### src/rtl/interval_capture_if.sv
// Bundles the event inputs and capture outputs of interval_capture.
interface interval_capture_if #(
    parameter int WIDTH = 5
);
    logic             enable;
    logic             start;
    logic             stop;
    logic             ack;
    logic [WIDTH-1:0] value;
    logic             valid;
    logic             busy;
    logic             overflow;
    logic             lost;

    modport master (
        output enable, start, stop, ack,
        input  value, valid, busy, overflow, lost
    );

    modport slave (
        input  enable, start, stop, ack,
        output value, valid, busy, overflow, lost
    );
endinterface

### src/rtl/interval_capture.sv
// Counts enabled ticks between start and stop and captures the interval, saturating at 2^WIDTH-1.
// Define CAPTURE_ACK_EN to hold valid until ack and flag stops dropped while unacknowledged.
module interval_capture #(
    parameter int WIDTH = 5
) (
    input  logic              clk,
    input  logic              reset,
    interval_capture_if.slave bus
);
    localparam logic [WIDTH-1:0] MAX = {WIDTH{1'b1}};

    typedef enum logic [1:0] {
        IDLE,
        RUN,
        SAT
    } state_t;

    state_t           state;
    state_t           state_next;
    logic [WIDTH-1:0] count;
    logic [WIDTH-1:0] count_next;
    logic [WIDTH-1:0] value_q;
    logic [WIDTH-1:0] value_next;
    logic             valid_q;
    logic             valid_next;
    logic             overflow_q;
    logic             overflow_next;
    logic             lost_q;
    logic             lost_next;
    logic [WIDTH:0]   sum;
    logic             reach;
    logic             sum_hit;
    logic             capture;
    logic             accept;

    // One extra bit so the add can never wrap before it is clamped.
    assign sum     = {1'b0, count} + {{WIDTH{1'b0}}, bus.enable};
    assign reach   = (sum >= {1'b0, MAX});
    assign sum_hit = (state == SAT) || reach;
    assign capture = (state != IDLE) && bus.stop;

`ifdef CAPTURE_ACK_EN
    assign accept = capture && !(valid_q && !bus.ack);
`else
    logic unused_ack;
    assign unused_ack = bus.ack;
    assign accept     = capture;
`endif

    always_ff @(posedge clk or negedge reset) begin
        if (!reset) begin
            state      <= IDLE;
            count      <= '0;
            value_q    <= '0;
            valid_q    <= 1'b0;
            overflow_q <= 1'b0;
            lost_q     <= 1'b0;
        end else begin
            state      <= state_next;
            count      <= count_next;
            value_q    <= value_next;
            valid_q    <= valid_next;
            overflow_q <= overflow_next;
            lost_q     <= lost_next;
        end
    end

    always_comb begin
        state_next    = state;
        count_next    = count;
        value_next    = value_q;
        overflow_next = overflow_q;
`ifdef CAPTURE_ACK_EN
        valid_next    = valid_q && !bus.ack;
        lost_next     = lost_q && !bus.ack;
`else
        valid_next    = 1'b0;
        lost_next     = 1'b0;
`endif

        case (state)
            IDLE: begin
                if (bus.start) begin
                    state_next = RUN;
                    count_next = '0;
                end
            end
            RUN, SAT: begin
                // A start alongside stop restarts immediately, so back-to-back intervals lose no tick.
                if (bus.stop || bus.start) begin
                    state_next = bus.start ? RUN : IDLE;
                    count_next = '0;
                end else if (state == RUN && bus.enable) begin
                    if (reach) begin
                        state_next = SAT;
                        count_next = MAX;
                    end else begin
                        count_next = sum[WIDTH-1:0];
                    end
                end
            end
            default: begin
                state_next = IDLE;
                count_next = '0;
            end
        endcase

        if (accept) begin
            value_next    = sum_hit ? MAX : sum[WIDTH-1:0];
            overflow_next = sum_hit;
            valid_next    = 1'b1;
        end
`ifdef CAPTURE_ACK_EN
        if (capture && !accept) begin
            lost_next = 1'b1;
        end
`endif
    end

    assign bus.value    = value_q;
    assign bus.valid    = valid_q;
    assign bus.overflow = overflow_q;
    assign bus.lost     = lost_q;
    assign bus.busy     = (state != IDLE);
endmodule
### src/flat_wrapper.sv
// flat-port wrapper written by rule: the top's interface ports become plain ports
module interval_capture_flat 
#(
    parameter int WIDTH = 5
)
  (clk, reset, bus_enable, bus_start, bus_stop, bus_ack, bus_value, bus_valid, bus_busy, bus_overflow, bus_lost);
  interval_capture_if #(.WIDTH(WIDTH)) bus_i ();
  input  logic clk;
  input  logic reset;
  input wire logic [$bits(bus_i.enable)-1:0] bus_enable;
  input wire logic [$bits(bus_i.start)-1:0] bus_start;
  input wire logic [$bits(bus_i.stop)-1:0] bus_stop;
  input wire logic [$bits(bus_i.ack)-1:0] bus_ack;
  output wire logic [$bits(bus_i.value)-1:0] bus_value;
  output wire logic [$bits(bus_i.valid)-1:0] bus_valid;
  output wire logic [$bits(bus_i.busy)-1:0] bus_busy;
  output wire logic [$bits(bus_i.overflow)-1:0] bus_overflow;
  output wire logic [$bits(bus_i.lost)-1:0] bus_lost;
  assign bus_i.enable = bus_enable;
  assign bus_i.start = bus_start;
  assign bus_i.stop = bus_stop;
  assign bus_i.ack = bus_ack;
  assign bus_value = bus_i.value;
  assign bus_valid = bus_i.valid;
  assign bus_busy = bus_i.busy;
  assign bus_overflow = bus_i.overflow;
  assign bus_lost = bus_i.lost;
  interval_capture #(.WIDTH(WIDTH)) u_core (.clk(clk), .reset(reset), .bus(bus_i));
endmodule
### config.mk
export PLATFORM = sky130hd
export DESIGN_NAME = interval_capture_flat
export DESIGN_NICKNAME = d
export VERILOG_FILES = /design/src/rtl/interval_capture_if.sv /design/src/rtl/interval_capture.sv /design/src/flat_wrapper.sv
export SDC_FILE = /design/constraint.sdc
export NUM_CORES = 1
export LEC_CHECK = 0
export CAP_MARGIN = 10
export CORE_MARGIN = 10
export CORE_UTILIZATION = 53
export CTS_CLUSTER_DIAMETER = 100
export DETAILED_ROUTE_END_ITERATION = 7
export DONT_BUFFER_PORTS = 1
export HOLD_SLACK_MARGIN = 0.02
export MAX_ROUTING_LAYER = met4
export PLACE_DENSITY = 0.75
export SLEW_MARGIN = 10
export SYNTH_ARGS = -nofsm -noshare
export SYNTH_HDL_FRONTEND = slang
export SYNTH_SLANG_ARGS = --single-unit
### constraint.sdc
create_clock -name clk -period 1.72 [get_ports clk]
set_input_delay 0.258 -clock clk [delete_from_list [all_inputs] [get_ports clk]]
set_output_delay 0.258 -clock clk [all_outputs]
set_load 0.01 [all_outputs]
**After elaboration in Yosys (flattened, before gate mapping)**

Cells that the tools add are included.

- Flip-flop bits (word level): 14
- Bits of input ports: 6
- Output and inout port bits: 9
- Word-level logic and storage cells: 34

- Add/sub/neg operators: 1
- $lt $le $gt $ge: 1
- Equality and inequality tests: 5
- Mux-type cells: 13
- Reduce and logical (&&, ||, !) cells: 9

Operators with widths:

| operator | count |
|---|---|
| 5-bit two-way mux | 5 |
| 5-bit case mux with 2 select lines | 1 |
| 2-bit two-way mux | 4 |
| 5-bit by 1-bit adder with 6-bit output | 1 |
| 6-bit by 5-bit >= comparator with 1-bit output, second input constant | 1 |
| 3-bit by 1-bit inequality test with 1-bit output, second input constant | 2 |
| 2-bit case mux with 2 select lines | 1 |
| 3-bit AND reduction | 1 |
| 2-bit by 1-bit == test with 1-bit output, second input constant | 1 |
| 2-bit == test, second input constant | 1 |
| 1-bit logical AND | 2 |
| 2-bit zero test | 1 |
| 1-bit logical OR | 2 |
| 1-bit two-way mux | 2 |
| 2-bit inequality test, second input constant | 1 |
| 2-bit AND reduction | 1 |
| 2-bit nonzero test | 1 |
| 2-bit OR reduction | 1 |

**Longest topological paths before layout**

Gate-level depths: netlist (run 1).

- Word-level depth: 6
- Mapped depth: 8
- Gate-level depth less buffers: 7

**Worst setup path before layout (run 1)**

OpenSTA, ideal clock, no wires.

- Path kind: flip-flop to flip-flop
- Start: reg u_core.count[0]
- End: reg u_core.state[1]
- Arrival time: 1617 ps
- Data required time: 1644 ps
- Slack: 27 ps
- Cell stages (with the launch flop): 8
- Buffers on the path: 0
- Path through: dfrtp_1 ha_1 ha_1 xnor2_1 nor2_1 a21oi_2 or4_1 o21ai_1

- Word-level cells in the longest chain between the ends: 4

Ends and longest elaborated chain:

| element | line | text |
|---|---|---|
| start, declared | interval_capture.sv:20 | `logic [WIDTH-1:0] count;` |
| start signal, assigned | interval_capture.sv:60 | `count <= count_next;` |
| 5-bit by 1-bit adder with 6-bit output | interval_capture.sv:37 | `assign sum = {1'b0, count} + {{WIDTH{1'b0}}, bus.enable};` |
| 6-bit by 5-bit >= comparator with 1-bit output | interval_capture.sv:38 | `assign reach = (sum >= {1'b0, MAX});` |
| 3-bit by 1-bit inequality test with 1-bit output (no source line) | - |  |
| 3-bit AND reduction (no source line) | - |  |
| end signal, assigned | interval_capture.sv:59 | `state <= state_next;` |
| end, declared | interval_capture.sv:18 | `state_t state;` |

Every way passes these cells.
A chain may end at the register's enable or synchronous reset.

**Worst setup path in the final report (run 1)**

Ends and elaborated chain as after synthesis.

==> results of run 1 <==
## where the power goes
group	internal, mW	switching (mW)
combinational	0.119	0.136
sequential	0.396	0.0765
clock	0.129	0.108
## worst max-delay path by stage
stage                           end            start  slack (ns)  cells after the start
detailed placement  u_core.state[1]  u_core.count[0]       -0.06                      7
global route        u_core.state[1]  u_core.count[0]       -0.05                      7
finish              u_core.state[1]  u_core.count[0]       0.002                      7
CTS                 u_core.state[1]  u_core.count[0]       -0.07                      7
floorplan           u_core.state[1]  u_core.count[0]        0.03                      7
global placement    u_core.state[1]  u_core.count[0]       -0.04                      7
## critical path, cell delays in order (launching register included)
cell and delay [ns]:
sky130_fd_sc_hd__dfrtp_1 0.42, sky130_fd_sc_hd__ha_4 0.18, sky130_fd_sc_hd__ha_4 0.28, sky130_fd_sc_hd__nand3_4 0.08, sky130_fd_sc_hd__nor2_4 0.11, sky130_fd_sc_hd__a21oi_2 0.08
sky130_fd_sc_hd__or4_4 0.43, sky130_fd_sc_hd__o21ai_2 0.07
## state kept, by name, summed over array words and instances (netlist names)
signal / count
u_core.bus.value: 5
u_core.count: 5
u_core.bus.overflow: 1
u_core.bus.valid: 1
u_core.state: 2
## layer usage
layer,up-vias,share of wire,GRT usage
li1,323,-,-
met3,11,0.071,0.0515
met4,0,0.031,0.0470
met5,-,0,-
met1,334,0.43,0.104
met2,26,0.47,0.191
## timing repair
item | CTS | global route
endpoints found under the setup margin | 5 | 9
gates cloned | 0 | 0
hold endpoints to repair | 14 | 0
pin swaps | 2 | 4
resized for setup | 7 | 15
buffers inserted | 1 | 4
hold buffers | 1 | 0
## cell usage after synthesis, types with 2 or more instances
master / n / share of area
sky130_fd_sc_hd__dfrtp_1: 14 / 0.44
sky130_fd_sc_hd__nor2_1: 10 / 0.048
sky130_fd_sc_hd__o21ai_0: 7 / 0.044
sky130_fd_sc_hd__ha_1: 6 / 0.095
sky130_fd_sc_hd__inv_1: 6 / 0.029
sky130_fd_sc_hd__a31oi_1: 5 / 0.040
sky130_fd_sc_hd__a21oi_1: 4 / 0.025
sky130_fd_sc_hd__nand2_1: 4 / 0.019
sky130_fd_sc_hd__nand3_1: 4 / 0.025
sky130_fd_sc_hd__buf_4: 3 / 0.029
sky130_fd_sc_hd__a211oi_1: 2 / 0.019
sky130_fd_sc_hd__and3_1: 2 / 0.016
sky130_fd_sc_hd__nor2b_1: 2 / 0.016
## logic make-up (layout without fill, tap and decap cells)
group,after synthesis,after routing,synth area share
AOI/OAI and AO/OA,24,24,0.189
other,1,1,0.00476
buffers and inverters,11,27,0.0762
DFF,14,14,0.444
adders and majority gates,6,6,0.0952
and+or+nand+nor,25,25,0.148
xor gates and xnor gates,3,3,0.0429
## final cells by class
type	count	area, um^2	share of cell area
Multi-Input combinational cell	59	472	0.451
Sequential cell	14	350	0.335
Timing Repair Buffer	17	146	0.140
Clock buffer	4	36.3	0.0347
Inverter	6	22.5	0.0215
Tap cell	15	18.8	0.0179
==> summary.txt, run 1 <==
CTS
--------------------------------------------------------------------------------------------------
Number of clock sinks seen by CTS                                                               14
Clock transition time at the flip-flop clock pins of the worst setup and hold paths        0.09 ns
CTS tree                                                                                      done
Number of clock buffers inserted by TritonCTS                                                    3
Maximum level of the CTS H-tree                                                                  1
CTS Buffer Depth                                                                                 2
Clock tree root driver cell                                                           sky130_fd_sc_hd__clkbuf_4
Clock latency reported for the late side of the worst-skew pair                            0.28 ns

DRT
--------------------------------------------------------------------------------------------------
Routed Antenna Nets                                                                              0
Total vias in the final route                                                                  694
Via density per instance                                                                      6.03
Post-detailed-route wirelength per cell                                                    17.0 um
Number of design-rule violations left by the first detailed-router iteration                    24
Number of remaining DRC errors                                                                   0
Post-detailed-routing wire length                                                          1960 um
First-pass detailed-route iteration total                                                        4

CELLS AND AREA
--------------------------------------------------------------------------------------------------
Post-route design area                                                                0.00105 mm^2
Most frequent cells in the layout                                                     sky130_fd_sc_hd__buf_4 (14), sky130_fd_sc_hd__dfrtp_1 (14), sky130_fd_sc_hd__nor2_1 (9), sky130_fd_sc_hd__o21ai_0 (6), sky130_fd_sc_hd__a31oi_1 (5)
Antenna diode instance count                                                                     0
Proportion of layout cells with a drive suffix above 1                                       0.380
Fill cell count                                                                                 75
Final cell utilization of the core                                                           0.775
Post-layout net count                                                                          113
Area Overhead vs Synth                                                                       32.7%
Final Instance Count excl. Fillers                                                             115

SETUP PATH
--------------------------------------------------------------------------------------------------
Crit end category                                                                        flip-flop
Worst endpoint required time                                                               1.94 ns
Critical Path AT                                                                           1.94 ns
Cell depth of the worst flop-to-flop path                                                        7
Destination of the worst register-to-register timing path                             u_core.state[1]
Startpoint of the worst register-to-register path                                     u_core.count[0]
Worst-path maximum fanout                                                                        2
Kind of launch point of the worst setup path                                             flip-flop
Category of the most critical setup path                                              flip-flop to flip-flop
Minimum setup slack among reg-to-reg paths                                                0.002 ns

PLACEMENT
--------------------------------------------------------------------------------------------------
Number of port buffers                                                                           0
Pre-CTS WS                                                                              -0.0637 ns
Global placement routability congestion                                                      0.801
Placed cell area                                                                          852 um^2
Post-Place Cells                                                                               105

SYNTH
--------------------------------------------------------------------------------------------------
Number of synthesized register bits                                                             14
Synth Warn #                                                                                     0
Synthesized instance count                                                                      84
Number of enable-type register cells in the synthesized netlist                                  0
Post-Synthesis Mean Instance Area                                                        9.38 um^2
Count of different cell masters after synthesis                                                 28
Top_reg_cell synth                                                                    sky130_fd_sc_hd__dfrtp_1
Sequential share of the synthesized area                                                     0.444
Ys async rst share                                                                            1.00
Total standard cell area after synthesis                                                  788 um^2
Syn_nets                                                                                        96

JOB
--------------------------------------------------------------------------------------------------
Number of max-cap violations                                                                     0

TIMING
--------------------------------------------------------------------------------------------------
Final setup vio count                                                                            0
Worst clock skew on the final layout                                                    0.00729 ns
Unrepaired setup endpoints after global routing                                                yes
Pins over their slew limit                                                                       0
Timing-limited maximum frequency                                                           582 MHz
Period minus WS final                                                                      1.72 ns
Share of the cycle needed by the critical path after routing                                 0.999
Worst max-slew margin expressed relative to the limit                                        0.597
Worst hold-check slack                                                                    0.148 ns
Hold Fails Final Rpt                                                                             0
PnR worst setup slack                                                                   0.00152 ns
Setup TNS Final                                                                               0 ns
Worst slew pin tran                                                                       0.603 ns

FLOORPLANNING
--------------------------------------------------------------------------------------------------
Initial core utilization                                                                     0.584
Die boundary height                                                                        58.6 um
Count of standard-cell rows                                                                     13
Die area                                                                              0.00343 mm^2
I/O pin total                                                                                   15
Area of the core                                                                      0.00135 mm^2
X dimension of the die                                                                     58.6 um

PWR
--------------------------------------------------------------------------------------------------
Static leakage power                                                                      0.463 nW
PD cells                                                                               922 mW/mm^2
Worst vdd rail ir drop                                                                    0.595 mV
Overall power consumption                                                                   965 uW

GLOBAL ROUTE
--------------------------------------------------------------------------------------------------
First-pass GRT wire length                                                                 2970 um
Largest net degree at the start of global routing                                               15
Initial antenna violation count                                                                  0
Global route total overflow                                                                      0
GRT Total Usage                                                                              0.111
Vias in the first global route                                                                 670

HOLD PATH
--------------------------------------------------------------------------------------------------
Hold Crit Depth                                                                                  2
Endpoint of the worst hold-timing path                                                u_core.state[0]
Hold path start                                                                          bus_start
Class of the tightest hold or removal check                                           input port to flip-flop

OUTCOME
--------------------------------------------------------------------------------------------------
Outcome                                                                               complete, no violations

(Power assumes the default switching activity.)
==> run 2, diff against run 1 <==
- CORE_UTILIZATION: 53 -> 44
- DONT_BUFFER_PORTS: 1 -> not set
- PLACE_DENSITY: 0.75 -> 0.76
==> run 2 against run 1 <==
Sequential cell count unchanged; routed wire length increased by 3.4%; register-to-register slack improved by 0.04 ns; non-clock buffer count increased by 15; clock power about the same; largest cell class unchanged.
==> summary.txt, run 2 (synthesis gave the netlist of run 1 again) <==
OUTCOME
--------------------------------------------------------------------------------------------------
Outcome                                                                               complete, no violations

GLOBAL ROUTE
--------------------------------------------------------------------------------------------------
First-pass GRT wire length                                                                 3020 um   +1.6%
Initial antenna violation count                                                                  0   unchanged
GRT Total Usage                                                                             0.0958   -0.0156
Global route total overflow                                                                      0   unchanged
Vias in the first global route                                                                 696   +3.9%
Largest net degree at the start of global routing                                               15   unchanged

PWR
--------------------------------------------------------------------------------------------------
Sequential Power Share                                                                       0.400   -0.089
Share of total power in combinational logic                                                  0.382   +0.117
Static leakage power                                                                      0.523 nW   +13%
Worst vdd rail ir drop                                                                    0.718 mV   +21%
Switching component of the power                                                            337 uW   +4.8%
Internal power contribution                                                                 741 uW   +15%
Clk network pwr share                                                                        0.218   -0.028
PD cells                                                                               915 mW/mm^2   -0.78%
Switching part of the total                                                                  0.312   -0.0204
Overall power consumption                                                                  1.08 mW   +12%

SETUP PATH
--------------------------------------------------------------------------------------------------
Crit end category                                                                        flip-flop
Category of the most critical setup path                                              flip-flop to flip-flop
Highest cell delay on the worst timing path                                                0.42 ns   about the same
Worst setup path startpoint                                                           u_core.count[0]
Cell chain of the critical path                                                       ha_4 -> ha_4 -> nand3_4 -> nor2_4 -> a21oi_2 -> or4_4 -> o21ai_2
Largest delay contributor family on the critical path                                 simple AND/OR/NAND/NOR gates
Cell type of the slowest stage on the worst timing path                               sky130_fd_sc_hd__dfrtp_1
Most numerous cell on the critical path                                               sky130_fd_sc_hd__ha_4
Kind of launch point of the worst setup path                                             flip-flop
Startpoint of the worst register-to-register path                                     u_core.count[0]
Worst-path maximum fanout                                                                        2   unchanged
Minimum setup slack among reg-to-reg paths                                                 0.04 ns   +0.04 ns
Worst endpoint required time                                                               1.94 ns   about the same
Buffering stage count on the worst path with inverters included                                  0   unchanged
Critical Path AT                                                                           1.90 ns   -0.04 ns

CELLS AND AREA
--------------------------------------------------------------------------------------------------
Most common library cell in the layout ignoring fill and taps                         sky130_fd_sc_hd__buf_4
Proportion of layout cells with a drive suffix above 1                                       0.374   -0.00609
Area Overhead vs Synth                                                                       49.4%
Antenna diode instance count                                                                     0   unchanged
Most frequent cells in the layout                                                     sky130_fd_sc_hd__buf_4 (18), sky130_fd_sc_hd__dfrtp_1 (14), sky130_fd_sc_hd__clkdlybuf4s50_1 (10), sky130_fd_sc_hd__nor2_1 (8), sky130_fd_sc_hd__o21ai_0 (7)
Post-layout net count                                                                          128   +13%

CTS
--------------------------------------------------------------------------------------------------
Clock transition time at the flip-flop clock pins of the worst setup and hold paths        0.08 ns   about the same
Maximum level of the CTS H-tree                                                                  1   unchanged
Clock tree root driver cell                                                           sky130_fd_sc_hd__clkbuf_4
Number of clock buffers inserted by TritonCTS                                                    3   unchanged
Number of clock sinks seen by CTS                                                               14   unchanged
CTS Buffer Depth                                                                                 2   unchanged
Clock latency reported for the late side of the worst-skew pair                            0.28 ns   about the same
CTS tree                                                                                      done

TIMING
--------------------------------------------------------------------------------------------------
Period minus WS final                                                                      1.68 ns   -0.0405 ns
Unrepaired setup endpoints after global routing                                                yes
Final setup vio count                                                                            0   unchanged
Worst hold-check slack                                                                    0.280 ns   +0.132 ns
PnR worst setup slack                                                                    0.0420 ns   +0.0405 ns
Timing-limited maximum frequency                                                           596 MHz   +2.4%
Share of the cycle needed by the critical path after routing                                 0.976   -0.0235
Worst clock skew on the final layout                                                    0.00497 ns   -0.00231 ns
Hold Fails Final Rpt                                                                             0   unchanged
Pins over their slew limit                                                                       0   unchanged
Setup TNS Final                                                                               0 ns   unchanged

FLOORPLANNING
--------------------------------------------------------------------------------------------------
Die area                                                                              0.00388 mm^2   +13%
Initial core utilization                                                                     0.462   -0.122
Die boundary height                                                                        62.3 um   +6.4%
Count of standard-cell rows                                                                     15   +2
X dimension of the die                                                                     62.3 um   +6.4%
I/O pin total                                                                                   15   unchanged
Area of the core                                                                      0.00171 mm^2   +27%

DRT
--------------------------------------------------------------------------------------------------
Post-detailed-routing wire length                                                          2020 um   +3.4%
Via density per instance                                                                      5.06   -16%
Routed Antenna Nets                                                                              0   unchanged
Number of remaining DRC errors                                                                   0   unchanged
Total vias in the final route                                                                  708   +2.0%
Post-detailed-route wirelength per cell                                                    14.5 um   -15%
Number of design-rule violations left by the first detailed-router iteration                    20   -17%
First-pass detailed-route iteration total                                                        4   unchanged

PLACEMENT
--------------------------------------------------------------------------------------------------
Pre-CTS WS                                                                               -0.437 ns   -0.373 ns
Number of port buffers                                                                          12   +12
Estimated wirelength of the detail-placed design                                           1340 um
Global placement routability congestion                                                      0.950   +19%

HOLD PATH
--------------------------------------------------------------------------------------------------
Class of the tightest hold or removal check                                           input port to asynchronous set/reset pin

JOB
--------------------------------------------------------------------------------------------------
Number of max-cap violations                                                                     0   unchanged

## run 2: per-layer routing
layer / wire, um / up-vias / GRT usage / share of wire
met1: 831 / 324 / 0.104 / 0.41
met3: 189 / 2 / 0.0520 / 0.093
met4: 12 / 0 / 0.0307 / 0.0059
met2: 991 / 31 / 0.146 / 0.49
met5: 0 / - / - / 0
li1: - / 351 / - / -
## run 2: final cells by class
cell class / instances / area (um^2)
repair buffers: 32 / 265
inverters: 6 / 22.5
flip-flops and latches: 14 / 350
fillers: 124 / 531
clock buffers: 4 / 36.3
well taps: 25 / 31.3
multi-input cells: 59 / 472
## run 2: worst register-to-register path, stage by stage, from the launching register on
cell	delay [ns]
sky130_fd_sc_hd__dfrtp_1	0.42
sky130_fd_sc_hd__ha_4	0.19
sky130_fd_sc_hd__ha_4	0.28
sky130_fd_sc_hd__nand3_4	0.08
sky130_fd_sc_hd__nor2_4	0.11
sky130_fd_sc_hd__a21oi_2	0.07
sky130_fd_sc_hd__or4_4	0.42
sky130_fd_sc_hd__o21ai_2	0.06
## run 2: path summary, 6_finish.rpt
| check | depth (start not counted) | endpoint |
|---|---|---|
| worst max-delay path | 7 | u_core.state[1] |
| worst min register to register | 2 | u_core.bus.value[3] |
| max in group asynchronous | 2 | u_core.count[4] |
| worst max register to register | 7 | u_core.state[1] |
| worst min-delay path | 2 | u_core.bus.valid |
| min in group clk | 2 | u_core.bus.value[3] |
## run 2: through the flow
step / cell area, um^2 / cells / utilization
after global routing: 1180 / 140 / 0.689
after floorplan: 788 / 84 / -
after CTS: 1110 / 138 / 0.651
after global placement: 1020 / 132 / 0.599
after detailed placement: 1020 / 132 / 0.599
final: 1180 / 140 / 0.689
## run 2: timing repair
item,4_1_cts,5_1_grt
cloned,0,1
hold buffers,0,0
endpoints found under the setup margin,10,11
setup buffers,2,1
gates resized for setup,10,16
pin swaps,3,4
## run 2: power groups by stage
stage / registers, mW / clock network (mW) / logic, mW
3_5_place_dp: 0.437 / 0 / 0.375
6_report: 0.431 / 0.235 / 0.412
4_1_cts: 0.431 / 0.241 / 0.380
5_1_grt: 0.439 / 0.257 / 0.450
3_3_place_gp: 0.433 / 0 / 0.367
2_1_floorplan: 0.464 / 0 / 0.139
==> run 3, diff against run 2 <==
--- a/constraint.sdc
+++ b/constraint.sdc
@@ -3,2 +3,2 @@
 set_output_delay 0.258 -clock clk [all_outputs]
-set_load 0.01 [all_outputs]
+set_load 0.05 [all_outputs]
==> run 3 against run 2 <==
Non-clock buffer count unchanged; global-route usage about the same; total power up 18%; sequential cell count unchanged.
==> summary.txt, run 3 (synthesis gave the netlist of run 1 again) <==
CTS
--------------------------------------------------------------------------------------------------
Number of clock sinks seen by CTS                                                               14   unchanged
Clock tree root driver cell                                                           sky130_fd_sc_hd__clkbuf_4
Clock latency reported for the late side of the worst-skew pair                            0.28 ns   about the same
CTS Buffer Depth                                                                                 2   unchanged
CTS tree                                                                                      done
Number of clock buffers inserted by TritonCTS                                                    3   unchanged
Clock transition time at the flip-flop clock pins of the worst setup and hold paths        0.08 ns   about the same
Maximum level of the CTS H-tree                                                                  1   unchanged
Hold-fix buffers at CTS                                                                          0   unchanged

CELLS AND AREA
--------------------------------------------------------------------------------------------------
Post-route design area                                                                0.00118 mm^2   +0.64%
Fill cell count                                                                                120   -3.2%
Post-layout net count                                                                          128   unchanged
Area Overhead vs Synth                                                                       50.3%
Most frequent cells in the layout                                                     sky130_fd_sc_hd__buf_4 (23), sky130_fd_sc_hd__dfrtp_1 (14), sky130_fd_sc_hd__nor2_1 (8), sky130_fd_sc_hd__a31oi_1 (5)
Final Instance Count excl. Fillers                                                             139   -0.71%
Most common library cell in the layout ignoring fill and taps                         sky130_fd_sc_hd__buf_4
Antenna diode instance count                                                                     0   unchanged
Proportion of layout cells with a drive suffix above 1                                       0.439   +0.0647
Final cell utilization of the core                                                           0.694   +0.00440
Flip-flop and latch area                                                                  350 um^2   unchanged
Total area of multi-input combinational cells                                             480 um^2   +1.9%

TIMING
--------------------------------------------------------------------------------------------------
Worst clock skew on the final layout                                                    0.00191 ns   -0.00306 ns
Pins over their slew limit                                                                       0   unchanged
Worst slew pin tran                                                                       0.612 ns
Final setup vio count                                                                            0   unchanged
Worst hold-check slack                                                                    0.353 ns   +0.0736 ns
Hold Fails Final Rpt                                                                             0   unchanged
Timing-limited maximum frequency                                                           582 MHz   -2.4%
PnR worst setup slack                                                                   0.00140 ns   -0.0406 ns
Unrepaired setup endpoints after global routing                                                yes
Share of the cycle needed by the critical path after routing                                 0.999   +0.0236
Period minus WS final                                                                      1.72 ns   +0.0406 ns
Worst max-slew margin expressed relative to the limit                                        0.590

GLOBAL ROUTE
--------------------------------------------------------------------------------------------------
Global route total overflow                                                                      0   unchanged
Initial antenna violation count                                                                  0   unchanged
Vias in the first global route                                                                 670   -3.7%
First-pass GRT wire length                                                                 2970 um   -1.4%
GRT Total Usage                                                                             0.0953   -0.000411
Largest net degree at the start of global routing                                               15   unchanged

SETUP PATH
--------------------------------------------------------------------------------------------------
Worst endpoint required time                                                               1.93 ns   about the same
Startpoint of the worst register-to-register path                                     u_core.count[0]
Kind of launch point of the worst setup path                                             flip-flop
Worst-path maximum fanout                                                                        3   +1
Highest cell delay on the worst timing path                                                0.41 ns   about the same
Crit end category                                                                        flip-flop
Category of the most critical setup path                                              flip-flop to flip-flop
Cell type of the slowest stage on the worst timing path                               sky130_fd_sc_hd__or4_1
Worst setup path startpoint                                                           u_core.count[0]
Cell chain of the critical path                                                       ha_4 -> buf_4 -> nand3_1 -> xnor2_2 -> a21oi_2 -> or4_1 -> o21ai_1
Cell depth of the worst flop-to-flop path                                                        7   unchanged
Critical Path AT                                                                           1.93 ns   +0.03 ns

PWR
--------------------------------------------------------------------------------------------------
PD cells                                                                              1080 mW/mm^2   +17%
Worst vdd rail ir drop                                                                    0.573 mV   -20%
Static leakage power                                                                      0.534 nW   +2.1%

FLOORPLANNING
--------------------------------------------------------------------------------------------------
Initial core utilization                                                                     0.462   unchanged
I/O pin total                                                                                   15   unchanged
Die boundary height                                                                        62.3 um   unchanged
X dimension of the die                                                                     62.3 um   unchanged
Area of the core                                                                      0.00171 mm^2   unchanged
Count of standard-cell rows                                                                     15   unchanged
Die area                                                                              0.00388 mm^2   unchanged

DRT
--------------------------------------------------------------------------------------------------
First-pass detailed-route iteration total                                                        4   unchanged
Total vias in the final route                                                                  729   +3.0%
Post-detailed-routing wire length                                                          2070 um   +2.2%
Number of design-rule violations left by the first detailed-router iteration                    27   +35%
Number of remaining DRC errors                                                                   0   unchanged
Routed Antenna Nets                                                                              0   unchanged
Via density per instance                                                                      5.24   +3.7%
Post-detailed-route wirelength per cell                                                    14.9 um   +3.0%

PLACEMENT
--------------------------------------------------------------------------------------------------
Placed cell area                                                                      0.00100 mm^2   -1.8%
Estimated wirelength of the detail-placed design                                           1350 um   +0.73%
Global placement routability congestion                                                      0.864   -9.1%
Pre-CTS WS                                                                               -0.385 ns   +0.0515 ns
Post-Place Cells                                                                               130   -1.5%
Number of port buffers                                                                          12   unchanged

HOLD PATH
--------------------------------------------------------------------------------------------------
Class of the tightest hold or removal check                                           input port to asynchronous set/reset pin

JOB
--------------------------------------------------------------------------------------------------
Number of max-cap violations                                                                     0   unchanged

OUTCOME
--------------------------------------------------------------------------------------------------
Outcome                                                                               complete, no violations

==> run 3: worst paths after layout <==
kind	endpoint	slack, ns
max	u_core.state[1]	0.001
min	u_core.bus.value[1]	0.35
max reg2reg	u_core.state[1]	0.001
min reg2reg	u_core.count[0]	0.55
max in group asynchronous	u_core.count[3]	0.97
min in group clk	u_core.count[0]	0.55
==> run 3: critical path, delay by kind of cell, from the launching register on <==
family,cells,cell delay (ns)
AND/OR/NAND/NOR,2,0.54
XOR/XNOR,1,0.25
adder cells (fa/ha/maj),1,0.17
AO/OA/AOI/OAI,2,0.19
buffers and inverters,1,0.11
flip-flops,1,0.40
==> run 3: repair_timing <==
action / 4_1_cts / 5_1_grt
pin swaps: 2 / 5
setup buffers: 1 / 4
gates cloned: 0 / 1
gates resized for setup: 5 / 24
endpoints found under the setup margin: 7 / 11
endpoints found under the hold margin: 0 / 0
==> run 3: final cells by class <==
class | count | share of cell area
clock buffer | 3 | 0.0190
tap | 25 | 0.0264
multi-input combinational | 59 | 0.405
inverter | 6 | 0.0222
timing repair buffer | 32 | 0.231
sequential | 14 | 0.296
==> run 3: per-stage QoR <==
| stage | total power [mW] | TNS, ns |
|---|---|---|
| finish | 1.27 | 0 |
| global route | 1.35 | -0.145 |
| CTS | 1.23 | -0.0615 |
| detailed placement | 1.03 | -3.35 |
| global placement | 1.02 | -2.96 |
| floorplan | 0.812 | -0.0112 |
==> run 3: where the power goes <==
part           total (mW)  switching [mW]  internal [mW]
registers           0.434          0.0383          0.395
clock network       0.188           0.107         0.0813
logic               0.652           0.410          0.243
total                1.27           0.555          0.719
==> run 3: metal layers <==
| metal | vias to the layer above | track usage | wire, um |
|---|---|---|---|
| met1 | 346 | 0.120 | 946 |
| li1 | 348 | - | - |
| met4 | 0 | 0.0559 | 43 |
| met5 | - | - | 0 |
| met2 | 29 | 0.132 | 962 |
| met3 | 6 | 0.0269 | 116 |
